<file path="config.mk">
export PLATFORM = sky130hd
export DESIGN_NAME = sti_rx
export DESIGN_NICKNAME = d
export VERILOG_FILES = /design/src/rtl/sti_rx.sv
export SDC_FILE = /design/constraint.sdc
export NUM_CORES = 1
export LEC_CHECK = 0
export BUFFER_PORTS_ARGS = -buffer_cell sky130_fd_sc_hd__clkbuf_2
export CORE_UTILIZATION = 60
export CTS_BUF_LIST = sky130_fd_sc_hd__clkbuf_16
export DETAILED_ROUTE_END_ITERATION = 10
export PLACE_DENSITY = 0.82
export SETUP_SLACK_MARGIN = 0.5
export SYNTH_ARGS = -nofsm -noshare
export SYNTH_HDL_FRONTEND = slang
export SYNTH_SLANG_ARGS = --single-unit
</file>
<file path="constraint.sdc">
create_clock -name clk -period 3.6 [get_ports clk]
set_input_delay 0.36 -clock clk [delete_from_list [all_inputs] [get_ports clk]]
set_output_delay 0.36 -clock clk [all_outputs]
set_load 0.1 [all_outputs]
</file>
<file path="src/rtl/sti_rx.sv">
// sti_rx: STI serial link receiver, rebuilds 16-bit words from a framed
// serial stream with per-frame length, bit order, fill and byte select.
//
// Ports:
//   clk, reset                 rising-edge clock, async active-low reset
//   cfg_load/cfg_*             frame setup, accepted while cfg_ready=1
//   si_data, si_valid          serial bit and its qualifier
//   cfg_ready                  receiver idle, can take a frame setup
//   po_data, po_valid          reconstructed word and its one-cycle strobe
//   pad_err                    a padding bit of the delivered frame was 1
//   frame_cnt                  completed frames, wraps 255->0
//   rx_done                    sticky, last frame of the stream delivered
module sti_rx (
    input  logic        clk,
    input  logic        reset,
    input  logic        cfg_load,
    input  logic [1:0]  cfg_length,
    input  logic        cfg_msb,
    input  logic        cfg_fill,
    input  logic        cfg_low,
    input  logic        cfg_end,
    input  logic        si_data,
    input  logic        si_valid,
    output logic        cfg_ready,
    output logic [15:0] po_data,
    output logic        po_valid,
    output logic        pad_err,
    output logic [7:0]  frame_cnt,
    output logic        rx_done
);

    typedef enum logic [1:0] {
        S_IDLE = 2'd0,
        S_RECV = 2'd1,
        S_DONE = 2'd2
    } state_e;

    state_e      state_q, state_d;
    logic [1:0]  len_q, len_d;
    logic        msb_q, msb_d;
    logic        fill_q, fill_d;
    logic        low_q, low_d;
    logic        end_q, end_d;
    logic [4:0]  cnt_q, cnt_d;
    logic [31:0] frm_q, frm_d;
    logic [15:0] po_data_q, po_data_d;
    logic        po_valid_q, po_valid_d;
    logic        pad_err_q, pad_err_d;
    logic [7:0]  frame_cnt_q, frame_cnt_d;

    logic [4:0]  last_idx;
    logic [4:0]  bit_idx;
    logic [31:0] frm_nxt;
    logic [15:0] word;
    logic        pad;

    // Frame length minus one: 7, 15, 23 or 31.
    assign last_idx = {len_q, 3'b111};

    // MSB-first fills the frame from its top bit downward.
    assign bit_idx = msb_q ? (last_idx - cnt_q) : cnt_q;

    // Frame register including the bit arriving this cycle, so the
    // final bit is part of the extracted word.
    always_comb begin
        frm_nxt = frm_q;
        frm_nxt[bit_idx] = si_data;
    end

    always_comb begin
        word = 16'h0000;
        pad  = 1'b0;
        unique case (len_q)
            2'd0: begin
                word = low_q ? {frm_nxt[7:0], 8'h00}
                             : {8'h00, frm_nxt[7:0]};
            end
            2'd1: begin
                word = frm_nxt[15:0];
            end
            2'd2: begin
                if (fill_q) begin
                    word = frm_nxt[23:8];
                    pad  = |frm_nxt[7:0];
                end else begin
                    word = frm_nxt[15:0];
                    pad  = |frm_nxt[23:16];
                end
            end
            2'd3: begin
                if (fill_q) begin
                    word = frm_nxt[31:16];
                    pad  = |frm_nxt[15:0];
                end else begin
                    word = frm_nxt[15:0];
                    pad  = |frm_nxt[31:16];
                end
            end
            default: begin
                word = 16'h0000;
                pad  = 1'b0;
            end
        endcase
    end

    always_comb begin
        state_d     = state_q;
        len_d       = len_q;
        msb_d       = msb_q;
        fill_d      = fill_q;
        low_d       = low_q;
        end_d       = end_q;
        cnt_d       = cnt_q;
        frm_d       = frm_q;
        po_data_d   = po_data_q;
        po_valid_d  = 1'b0;
        pad_err_d   = pad_err_q;
        frame_cnt_d = frame_cnt_q;
        unique case (state_q)
            S_IDLE: begin
                if (cfg_load) begin
                    len_d   = cfg_length;
                    msb_d   = cfg_msb;
                    fill_d  = cfg_fill;
                    low_d   = cfg_low;
                    end_d   = cfg_end;
                    cnt_d   = 5'd0;
                    frm_d   = 32'h0;
                    state_d = S_RECV;
                end
            end
            S_RECV: begin
                if (si_valid) begin
                    frm_d = frm_nxt;
                    cnt_d = cnt_q + 5'd1;
                    if (cnt_q == last_idx) begin
                        po_data_d   = word;
                        pad_err_d   = pad;
                        po_valid_d  = 1'b1;
                        frame_cnt_d = frame_cnt_q + 8'd1;
                        state_d     = end_q ? S_DONE : S_IDLE;
                    end
                end
            end
            S_DONE: begin
                state_d = S_DONE;
            end
            default: begin
                state_d = S_IDLE;
            end
        endcase
    end

    always_ff @(posedge clk or negedge reset) begin
        if (!reset) begin
            state_q     <= S_IDLE;
            len_q       <= 2'd0;
            msb_q       <= 1'b0;
            fill_q      <= 1'b0;
            low_q       <= 1'b0;
            end_q       <= 1'b0;
            cnt_q       <= 5'd0;
            frm_q       <= 32'h0;
            po_data_q   <= 16'h0000;
            po_valid_q  <= 1'b0;
            pad_err_q   <= 1'b0;
            frame_cnt_q <= 8'd0;
        end else begin
            state_q     <= state_d;
            len_q       <= len_d;
            msb_q       <= msb_d;
            fill_q      <= fill_d;
            low_q       <= low_d;
            end_q       <= end_d;
            cnt_q       <= cnt_d;
            frm_q       <= frm_d;
            po_data_q   <= po_data_d;
            po_valid_q  <= po_valid_d;
            pad_err_q   <= pad_err_d;
            frame_cnt_q <= frame_cnt_d;
        end
    end

    assign cfg_ready = (state_q == S_IDLE);
    assign rx_done   = (state_q == S_DONE);
    assign po_data   = po_data_q;
    assign po_valid  = po_valid_q;
    assign pad_err   = pad_err_q;
    assign frame_cnt = frame_cnt_q;

endmodule

</file>
==> impl_metrics.env <==
export IMPL_status="finished, final reports clean"
export IMPL_reg2reg_slack_ns=0.42
export IMPL_ir_worst_vdd_uv=754.5
export IMPL_cp_slowest_cell="o21ai_0"
export IMPL_yosysWarnings=0
export IMPL_die_area_sq_mm=0.007552
export IMPL_rsz0062_at_grt="yes"
export IMPL_layout_drive_gt1_share_pct=17.92
export IMPL_syn2layout_area_growth_pct=13.68
export IMPL_yosysSeqAreaShare_pct=41.08
export IMPL_ys_types=60
export IMPL_setup_viol=0
export IMPL_dr_max_layer_used="met4"
export IMPL_synth_fp_nets=500
export IMPL_finalWorstSetupSlack_ns=0.4178
export IMPL_r2r_cells=9
export IMPL_path_max_fanout=11
export IMPL_gr_total_overflow=0
export IMPL_numCtsBuffers=9
export IMPL_initial_core_util_pct=62.97
export IMPL_grt_max_degree=41
export IMPL_cp_top_family="simple AND/OR/NAND/NOR gates"
export IMPL_syn_avg_cell_area_sq_um=8.900
export IMPL_route_met2_wl_mm=5.631
export IMPL_hpwl_mm=8.518
export IMPL_r2r_end="pad_err"
export IMPL_slew_headroom_pct=42.51
export IMPL_dp_slack_ns=0.3774
export IMPL_cts_tree="done"
export IMPL_postRouteWirelength_mm=12.13
export IMPL_grt_total_usage_pct=34.35
export IMPL_cts_htree_levels=3
export IMPL_antenna_found_initial=0
export IMPL_synthesis_area_sq_mm=0.004325
export IMPL_vias=3959
export IMPL_numPortBuffers=38
export IMPL_tightest_slew_ns=0.8624
export IMPL_cp_start_kind="flip-flop"
export IMPL_end_kind="flip-flop"
export IMPL_ios=39
export IMPL_drc=0
export IMPL_die_w_um=86.91
export IMPL_synthFlopType="dfrtp_1"
export IMPL_synthArstFlopShare_pct=100.0
export IMPL_grt_first_pass_wirelength_mm=19.47
export IMPL_period_needed_ns=3.182
export IMPL_first_iter_violations=420
export IMPL_finalCoreUtilization_pct=71.58
export IMPL_synth_common_cells="nand2_1 (93), dfrtp_1 (71), o21ai_0 (59)"
export IMPL_cp_startpoint="cnt_q[3]"
export IMPL_fin_tns_setup_ns=0
export IMPL_firstDrtPassIters=6
export IMPL_ant_nets=0
export IMPL_nets=528
export IMPL_die_height_um=86.91
export IMPL_synth_most_common_cell="nand2_1"
export IMPL_powerDensity_mw_per_mm2=1059
export IMPL_hold_viol=0
export IMPL_clk_pin_slew_ns=0.06
export IMPL_clock_fmax_mhz=314.2
export IMPL_holdCritPathClass="in -> async"
export IMPL_crit_buf_inv=0
export IMPL_viasPerCell=6.437
export IMPL_rows=30
export IMPL_synth_edf_count=0
export IMPL_dp_cells=599
export IMPL_crit_arrival_ns=3.36
export IMPL_synth_seq_cells=71
export IMPL_required_ns=3.78
export IMPL_fin_cells=615
export IMPL_place_congestion=0.9946
export IMPL_cts_root_buf="clkbuf_16"
export IMPL_slew_viol_final=0
export IMPL_met1_length_mm=5.018
export IMPL_path_class="reg -> reg"
export IMPL_wire_per_inst_um=19.73
export IMPL_synthTopCellsByArea="dfrtp_1 (41%), mux2i_1 (8.8%), nand2_1 (8.1%), o21ai_0 (6.8%), mux2_2 (3.4%)"
export IMPL_slowest_delay_ns=0.56
export IMPL_total_power_mw=5.210
export IMPL_cts_hold_buf=0
export IMPL_cts_path_max_buffers=2
export IMPL_core_area_sq_mm=0.006869
export IMPL_path_cells="ha_1 > nand3b_1 > o21ai_0 > nand2_1 > mux2i_1 > nand3_1 > nor4_1 > o32a_2 > o31ai_1"
export IMPL_cap_viol_max_count=0
export IMPL_cts_sinks=71
export IMPL_clock_skew_final_ns=0.006902
export IMPL_antenna_cells=0
export IMPL_leakagePower_nw=2.317
export IMPL_grt_pass1_vias=3601
export IMPL_yosys_area_top_type="dfrtp_1"
export IMPL_clock_latency_ns=0.33
export IMPL_synthCells=486
export IMPL_route_met3_wl_mm=1.076
export IMPL_synth_top_area_share_pct=41.08
export IMPL_reg2reg_from="cnt_q[3]"
export IMPL_timing_final_crit_share_pct=88.39
==> layout by cell type (no fill, tap or decap), types with 5 or more instances in the layout <==
| cell type | count |
|---|---|
| a21oi_1 | 20 |
| a22o_1 | 5 |
| buf_4 | 13 |
| clkbuf_16 | 9 |
| clkbuf_2 | 37 |
| dfrtp_1 | 71 |
| inv_1 | 7 |
| mux2_2 | 13 |
| mux2i_1 | 35 |
| nand2_1 | 93 |
| nand3_1 | 7 |
| nand4_1 | 6 |
| nor2_1 | 24 |
| nor3_1 | 6 |
| o21a_1 | 5 |
| o21ai_0 | 58 |
| o221ai_1 | 6 |
| o22ai_1 | 15 |
| o31ai_1 | 6 |
| xnor2_1 | 8 |
==> metal layers <==
metal,vias to the layer above,track usage (%)
li1,1807,-
met1,1898,47.50
met2,213,52.61
met3,41,7.678
met4,0,13.48
met5,-,0
==> cells by family after synthesis <==
family	Yosys count	synth area share (%)
mux	53	12.84
flops	71	41.08
simple gates	166	17.67
compound gates	137	19.76
fa+ha+maj	3	0.8679
buf+inv	42	4.252
xor+xnor	14	3.529
==> metrics by stage <==
| step | hold slack, ns | cell area (sq um) |
|---|---|---|
| after floorplan | 0.06441 | 4328 |
| after global placement | 0.4571 | 4582 |
| after detailed placement | 0.4651 | 4582 |
| after CTS | 0.1463 | 4905 |
| after global routing | 0.1833 | 4917 |
| final | 0.1099 | 4917 |
==> power by group <==
part,switching [mW],internal [mW]
sequential,0.316,1.06
combinational,2.01,0.878
clock,0.344,0.601
==> worst max path at each step <==
| stage | to | slack, ns | cells after the start |
|---|---|---|---|
| 2_1_floorplan | pad_err | 0.57 | 12 |
| 3_3_place_gp | pad_err | 0.42 | 8 |
| 3_5_place_dp | pad_err | 0.38 | 8 |
| 4_1_cts | pad_err | 0.56 | 8 |
| 5_1_grt | pad_err | 0.38 | 9 |
| 6_report | pad_err | 0.42 | 9 |
==> worst reg2reg max path: stages, from the launching register on <==
cell and delay [ns]:
dfrtp_1 0.49, ha_1 0.48, nand3b_1 0.17, o21ai_0 0.56, nand2_1 0.21, mux2i_1 0.39, nand3_1 0.19, nor4_1 0.26
o32a_2 0.21, o31ai_1 0.06
==> registers in the layout, summed over array words and instances (netlist names), 2 cells and up <==
name       flops
frm_q         32
po_data       16
frame_cnt      8
cnt_q          5
len_q          2
state_q        2
==> area by class of cell <==
class                      count  area [sq um]
clock buffer                   9         225.2
inverter                       8         30.03
fill                         544          1952
clock inverter                 7         88.84
sequential                    71          1777
timing repair buffer          51         287.8
multi-input combinational    373          2389
tap                           96         120.1
==> timing repair <==
action | in CTS | in global routing
gates resized for setup | 2 | 4
buffers inserted | 0 | 0
setup endpoints to repair | 2 | 4
hold endpoints to repair | 0 | 0
(Power assumes the default switching activity.)
